**config.mk**
```make
export PLATFORM = sky130hd
export DESIGN_NAME = io_input_port
export DESIGN_NICKNAME = d
export VERILOG_FILES = /design/src/rtl/io_input_port.sv
export SDC_FILE = /design/constraint.sdc
export NUM_CORES = 1
export LEC_CHECK = 0
export CAP_MARGIN = 0
export CORE_ASPECT_RATIO = 0.9
export CORE_MARGIN = 1.5
export CORE_UTILIZATION = 30
export CTS_CLUSTER_SIZE = 25
export DETAILED_ROUTE_END_ITERATION = 10
export PLACE_DENSITY = 0.42
export SKIP_CTS_REPAIR_TIMING = 1
export SYNTH_ARGS = -nofsm -noshare
export SYNTH_HDL_FRONTEND = slang
export SYNTH_SLANG_ARGS = --single-unit
```
**constraint.sdc**
```tcl
create_clock -name clk -period 3.2 [get_ports clk]
set_clock_uncertainty 0.05 [all_clocks]
set_input_delay 0.64 -clock clk [delete_from_list [all_inputs] [get_ports clk]]
set_output_delay 0.64 -clock clk [all_outputs]
set_load 0.005 [all_outputs]
```
**src/rtl/io_input_port.sv**
```systemverilog
// Memory-mapped input port: synchronised, debounced switches and keys
// with sticky press events that clear on the first cycle of a read.
module io_input_port #(
    parameter int         DB_CYCLES = 50000,
    parameter logic [8:0] SW_ADDR   = 9'h140,
    parameter logic [8:0] KEY_ADDR  = 9'h141
) (
    input  logic        clk,
    input  logic        reset,
    input  logic [7:0]  sw_raw,
    input  logic [1:0]  key_raw,
    input  logic [8:0]  mem_addr,
    input  logic [1:0]  mem_cmd,
    output logic [15:0] read_data,
    output logic        read_en
);

    localparam int          CW      = $clog2(DB_CYCLES);
    localparam logic [9:0]  RST_V   = 10'h300;
    localparam logic [CW-1:0] CNT_MAX = CW'(DB_CYCLES - 1);

    logic [9:0]    raw;
    logic [9:0]    s1_q;
    logic [9:0]    s2_q;
    logic [9:0]    stab_q;
    logic [9:0]    stab_d;
    logic [CW-1:0] cnt_q [10];
    logic [CW-1:0] cnt_d [10];
    logic [1:0]    evt_q;
    logic [1:0]    evt_d;
    logic [1:0]    snap_q;
    logic [1:0]    snap_d;
    logic [1:0]    press;
    logic          acc_q;
    logic          rd;
    logic          sw_sel;
    logic          kr;
    logic          first;

    // keys occupy bits 9:8 so one debounce loop serves all inputs
    assign raw = {key_raw, sw_raw};

    always_comb begin
        stab_d = stab_q;
        for (int i = 0; i < 10; i++) begin
            if (s2_q[i] == stab_q[i]) begin
                cnt_d[i] = '0;
            end else if (cnt_q[i] == CNT_MAX) begin
                stab_d[i] = s2_q[i];
                cnt_d[i]  = '0;
            end else begin
                cnt_d[i] = cnt_q[i] + CW'(1);
            end
        end
    end

    assign press  = stab_q[9:8] & ~stab_d[9:8];
    assign rd     = (mem_cmd == 2'b10);
    assign sw_sel = rd && (mem_addr == SW_ADDR);
    assign kr     = rd && (mem_addr == KEY_ADDR);
    assign first  = kr & ~acc_q;

    // a press landing on the clearing edge survives (set wins)
    assign evt_d  = (first ? 2'b00 : evt_q) | press;
    assign snap_d = first ? evt_q : snap_q;

    assign read_en = sw_sel | kr;

    always_comb begin
        read_data = 16'h0000;
        unique case (1'b1)
            sw_sel:  read_data = {8'h00, stab_q[7:0]};
            kr:      read_data = {6'b0, (first ? evt_q : snap_q),
                                  6'b0, ~stab_q[9:8]};
            default: read_data = 16'h0000;
        endcase
    end

    always_ff @(posedge clk) begin
        if (reset) begin
            s1_q   <= RST_V;
            s2_q   <= RST_V;
            stab_q <= RST_V;
            for (int i = 0; i < 10; i++) cnt_q[i] <= '0;
            evt_q  <= 2'b00;
            snap_q <= 2'b00;
            acc_q  <= 1'b0;
        end else begin
            s1_q   <= raw;
            s2_q   <= s1_q;
            stab_q <= stab_d;
            for (int i = 0; i < 10; i++) cnt_q[i] <= cnt_d[i];
            evt_q  <= evt_d;
            snap_q <= snap_d;
            acc_q  <= kr;
        end
    end

endmodule

```
==> metrics, run 1 <==
worst min path class=flip-flop to flip-flop; Period minus WS final=3100 ps; area of the core=27200 sq um; Sw Ratio=0.230; fraction of the cycle the final worst path needs=0.969; CTS root buf=clkbuf_16; Post-Synth XOR/XNOR Area=0.155; CTS Sinks=195; LEAKAGE=3.03 nW; first-pass GRT wire length=28.1 mm; crit path cell chain=clkdlybuf4s50_1, nor4b_2, buf_4, nand4_1, buf_4, inv_1, buf_4, clkdlybuf4s50_1; Mapped Area=8370 sq um; PortBufs=33; largest net degree at the start of global routing=35; Synth Area in Simple Gates=0.306; Worst-Skew Late Latency=440 ps; DR vias=6075; CP Data Required Time=2510 ps; Worst EP arrival=2410 ps; Worst Tran Pin Value=704 ps; initial antenna violation count=0; n_diodes=0; CTS max path bufs=2; pre-CTS WS=-205 ps; htree depth=4; sequential power share=0.514; P_int=0.00367 W; Synth area leader=dfxtp_1; sequential cell area=3900 sq um; Worst Setup Slack, final=100 ps; DRT Pass-1 Iters=5; Fmax=0.323 GHz; Comb pwr share=0.017; RePlAce Congestion=0.739; Die H=161 um; run status=finished clean; # nets final=1012; CP Max Fanout=3; Clock Power Share=0.469; Post-Synth Adder-Cell Area=0.0149; Compound-Gate Fraction of Synth Area=0.0106; Peak VDD IR=344 uV; Die Area=28900 sq um; vias in the first global route=5865; most frequent cells after synthesis=nor2_1 (202), dfxtp_1 (195), xnor2_1 (127); num ports=40; Synth async-reset ratio=0; final number of max-transition violations=0; max incr delay on CP=490 ps; effective utilization at floorplan=0.307; Synth Warn #=0; row cnt=57; Cells after Synth=943; most used cell, CP=buf_4; CTS tree=done; PwrDens=490 nW/um^2; fillers=2846; DRC errors left=0; Inst Count DP=1312; Avg Cell Area, Syn=8.88 sq um; Seq/Total Area, Yosys=0.466; synth top area cells=dfxtp_1 (47%), xnor2_1 (13%), nor2_1 (9.1%); Setup TNS=0 ps; CP Launch Type=input pin; drt first-iter violations=196; DR vias/cell=4.51; post-detail-place hpwl=10.7 mm; Fin Hold WS=388 ps; Switch Pwr=0.00110 W; area occupied by multi-input gates=4220 sq um; post-DR wirelength/cell=11.9 um; final cell count without fillers=1346; Setup crit end kind=primary output; Post-synth EDFFs=0; Clock Pin Slew Worst Setup and Hold Paths=70 ps; remaining antenna violation count=0; Num CTS Buffers=17; number of synthesized register bits=195; post-synthesis mux area share=0.0121; largest family of logic cells by synthesized area=simple AND/OR/NAND/NOR gates; WL final=16.0 mm; most common flop cell mapped by yosys=dfxtp_1; Yosys cell types=46; layout cells sized above 1=0.0575; top-area cell type share of the netlist area=0.466; headroom to the max-slew limit=0.531; final hold violations=0; Setup Viol. Count Final=0; most frequent cell after synthesis=nor2_1; crit path kind=input pin to primary output; area grow syn2layout=16.1%; maxcap violations=0; grt ovf=0; Crit-path slowest cell=clkdlybuf4s50_1; all-layer global routing usage=0.119; chip width=179 um
-- cell usage in the layout, fill, tap and decap left out, types with 3 or more instances in the layout --
master	Yosys	routed
or3_1	6	6
conb_1	1	6
or4_1	5	5
dfxtp_1	195	195
and2_1	6	6
inv_1	32	32
or2_2	5	5
nor4bb_1	4	4
nor4_1	48	47
ha_1	10	10
nor3_1	34	34
nand2_1	43	43
xnor2_1	127	127
inv_6	0	6
nor2b_1	20	20
and3_1	10	10
nand4_1	47	47
nor2_1	202	201
clkbuf_16	0	17
buf_4	11	9
nand3_1	48	48
dlymetal6s2s_1	0	10
and4b_1	3	3
or4bb_1	5	5
inv_8	0	4
clkdlybuf4s50_1	0	22
mux2i_1	9	9
nor4b_1	4	3
nand4b_1	5	5
xor2_1	21	21
-- routing by layer --
metal,track usage,routed length [um],vias to the layer above
met5,0,0,-
met4,0.0440,218,0
met3,0.0301,554,13
met2,0.174,6490,55
met1,0.169,8730,2740
li1,-,-,3267
-- metrics by stage --
step | area, sq um | utilization | power, W
floorplan | 8390 | - | 0.00255
global placement | 9050 | 0.332 | 0.00259
global route | 9720 | 0.357 | 0.00498
CTS | 9660 | 0.354 | 0.00487
detailed placement | 9050 | 0.332 | 0.00259
finish | 9720 | 0.357 | 0.00477
-- critical path, delay by kind of cell --
family,cells,cell delay [ps]
AND/OR/NAND/NOR,2,380
buffers and inverters,6,1390
-- path summary, 6_finish.rpt --
path,to,from,slack (ps),cells after the start
max,read_en,mem_addr[1],100,8
min,s2_q[7]$_SDFF_PP0_,s1_q[7]$_SDFF_PP0_,390,1
max reg2reg,cnt_q[4][12]$_SDFF_PP0_,cnt_q[4][0]$_SDFF_PP0_,940,5
min reg2reg,s2_q[7]$_SDFF_PP0_,s1_q[7]$_SDFF_PP0_,390,1
-- cells by family after synthesis --
group,Yosys count
muxes,10
xor gates and xnor gates,148
other,1
buffers and inverters,63
DFF,195
and+or+nand+nor,505
adders and majority gates,10
AOI/OAI and AO/OA,11
-- final cells by class --
class                   instances  area share
clock buffers                  17      0.0438
clock inverters                15      0.0188
inverters                      32      0.0124
multi-input cells             690       0.434
flip-flops and latches        195       0.402
well taps                     354      0.0456
repair buffers                 43      0.0441
-- registers in the layout, summed over array words and instances (netlist names) --
signal / cells
stab_q: 10
cnt_q: 160
s2_q: 10
s1_q: 10
evt_q: 2
snap_q: 2
acc_q: 1
-- power groups by stage --
stage,Sequential (W),Clock [W],Combinational (W)
after CTS,0.00245,0.00234,0.0000820
after floorplan,0.00250,0,0.0000499
after global placement,0.00251,0,0.0000815
final,0.00245,0.00224,0.0000810
after detailed placement,0.00251,0,0.0000816
after global routing,0.00245,0.00244,0.0000920
No activity file was read; power rests on OpenSTA's default activity.
==> run 2, diff against run 1 <==
- CORE_ASPECT_RATIO: 0.9 -> 0.75
==> run 2 against run 1 <==
Non-clock buffer count rose by 2. Clock power rose by 3%. Flip-flop and latch count unchanged. Critical path depth shrank 1. Design area grew 0.82%. First-iteration DRC count up 57%. Sequential power hardly changed. Combinational power is 6.8% higher. Worst setup slack got worse by 79 ps. Power increased by 1.4%. Via count is 1.4% higher.
==> metrics, run 2 (synthesis results as in run 1) <==
run status=finished clean (unchanged); Crit-path slowest cell=clkdlybuf4s50_1 (unchanged); Die H=148 um (was 161 um); DR vias/cell=4.58 (was 4.51); Period minus WS final=3180 ps (was 3100 ps); effective utilization at floorplan=0.308 (was 0.307); area occupied by multi-input gates=4240 sq um (was 4220 sq um); post-DR wirelength/cell=12.1 um (was 11.9 um); fraction of the cycle the final worst path needs=0.994 (was 0.969); # nets final=1014 (was 1012); RSZ-0062 raised after global routing=true; PwrDens=494 nW/um^2 (was 490 nW/um^2); worst min path class=flip-flop to flip-flop (unchanged); most frequent cells in the layout=nor2_1 (201), dfxtp_1 (195), xnor2_1 (127), nand3_1 (48) (unchanged); area of the core=27200 sq um (about the same); CTS root buf=clkbuf_16 (unchanged); PortBufs=33 (unchanged); commonest non-fill, non-tap cell in the layout=nor2_1 (unchanged); LEAKAGE=3.09 nW (was 3.03 nW); area grow syn2layout=17.1% (was 16.1%); WL final=16.3 mm (was 16.0 mm); Setup Viol. Count Final=0 (unchanged); htree depth=4 (unchanged); maxcap violations=0 (unchanged); layout cells sized above 1=0.0584 (was 0.0575); routed wire length on met3=481 um (was 554 um); CTS Sinks=195 (unchanged); vias in the first global route=5593 (was 5865); n_diodes=0 (unchanged); top register by number of flip-flops=cnt_q (unchanged); max incr delay on CP=490 ps (about the same); Worst Tran Pin Value=590 ps (was 704 ps); Setup crit end kind=primary output (unchanged); crit path kind=input pin to primary output (unchanged); final hold violations=0 (unchanged); Top Layer Used=met4 (unchanged); chip width=196 um (was 179 um); num ports=40 (unchanged); total power=0.00484 W (was 0.00477 W); DRC errors left=0 (unchanged); CTS tree=done (unchanged); delay-heaviest family, CP=buffers and inverters (unchanged); Num CTS Buffers=17 (unchanged); drt first-iter violations=307 (was 196); Worst EP arrival=2490 ps (was 2410 ps); CP Launch Type=input pin (unchanged); met1 wire length=9.28 mm (was 8.73 mm); row cnt=52 (was 57); RePlAce Congestion=0.744 (was 0.739); all-layer global routing usage=0.118 (was 0.119); DR vias=6162 (was 6075); headroom to the max-slew limit=0.607 (was 0.531); Peak VDD IR=360 uV (was 344 uV); Die Area=28900 sq um (about the same); first-pass GRT wire length=27.8 mm (was 28.1 mm); DRT Pass-1 Iters=4 (was 5); Final Core Density=0.360 (was 0.357); most used cell, CP=clkdlybuf4s50_1 (was buf_4); post-detail-place hpwl=10.9 mm (was 10.7 mm); CP Data Required Time=2510 ps (about the same); r2r setup slk=890 ps (was 940 ps); CP Max Fanout=5 (was 3); crit path cell chain=clkdlybuf4s50_1, nor4b_4, nand4_1, nor2_2, buf_6, and2_4, clkdlybuf4s50_1 (was clkdlybuf4s50_1, nor4b_2, buf_4, nand4_1, buf_4, inv_1, buf_4, clkdlybuf4s50_1); Fmax=0.315 GHz (was 0.323 GHz); Worst-Skew Late Latency=430 ps (was 440 ps); DP Area=9070 sq um (was 9050 sq um); sequential cell area=3900 sq um (unchanged); grt ovf=0 (unchanged); CTS max path bufs=2 (unchanged); remaining antenna violation count=0 (unchanged); final instance area=9800 sq um (was 9720 sq um); final number of max-transition violations=0 (unchanged); max reg flops=160 (unchanged); Clock Pin Slew Worst Setup and Hold Paths=60 ps (was 70 ps); Fin Hold WS=386 ps (was 388 ps); fillers=2736 (was 2846); met2 wire length=6.34 mm (was 6.49 mm); crit path buf inv count=3 (was 6); initial antenna violation count=0 (unchanged); largest net degree at the start of global routing=50 (was 35)
## run 2: cell count changes in the layout (fill, tap and decap cells not counted), sizes merged
| cell | delta |
|---|---|
| inv | -7 |
| clkdlybuf4s50 | -5 |
| dlymetal6s2s | +5 |
| clkbuf | +3 |
| buf | +2 |
| bufinv | +2 |
| clkinvlp | +1 |
## run 2: report_power, final
part | switching, W | internal, W | total, W
Combinational | 0.0000442 | 0.0000422 | 0.0000865
Clock | 0.000945 | 0.00136 | 0.00230
Sequential | 0.00000896 | 0.00244 | 0.00245
## run 2: worst register-to-register path: cells and delay by family (launching register included)
| kind | cells | cell delay, ps |
|---|---|---|
| adders and majority gates | 1 | 210 |
| and+or+nand+nor | 4 | 1530 |
| DFF | 1 | 390 |
## run 2: final cells by class
type                    instances  area share
clock buffers                  20      0.0466
multi-input cells             690       0.432
repair buffers                 45      0.0479
inverters                      32      0.0123
clock inverters                11      0.0179
well taps                     351      0.0448
flip-flops and latches        195       0.398
## run 2: metal layers
| layer | global-route usage | vias to the layer above |
|---|---|---|
| met5 | 0 | - |
| met4 | 0.0392 | 0 |
| met3 | 0.0290 | 12 |
| met2 | 0.164 | 60 |
| met1 | 0.175 | 2808 |
| li1 | - | 3282 |
## run 2: worst paths after layout
path,end,from,depth (start not counted)
worst max-delay path,read_data[4],mem_cmd[1],7
worst min-delay path,s2_q[6]$_SDFF_PP0_,s1_q[6]$_SDFF_PP0_,1
worst max register to register,cnt_q[4][6]$_SDFF_PP0_,cnt_q[4][0]$_SDFF_PP0_,5
worst min register to register,s2_q[6]$_SDFF_PP0_,s1_q[6]$_SDFF_PP0_,1
## run 2: per-stage QoR
step                      worst slack (ps)  setup TNS (ps)  instances
after floorplan                        974               0        948
after global placement                -285           -2100       1311
after detailed placement              -311           -2300       1311
after CTS                             -336           -2560       1342
after global routing                 -84.5           -84.5       1344
final                                 20.6               0       1344
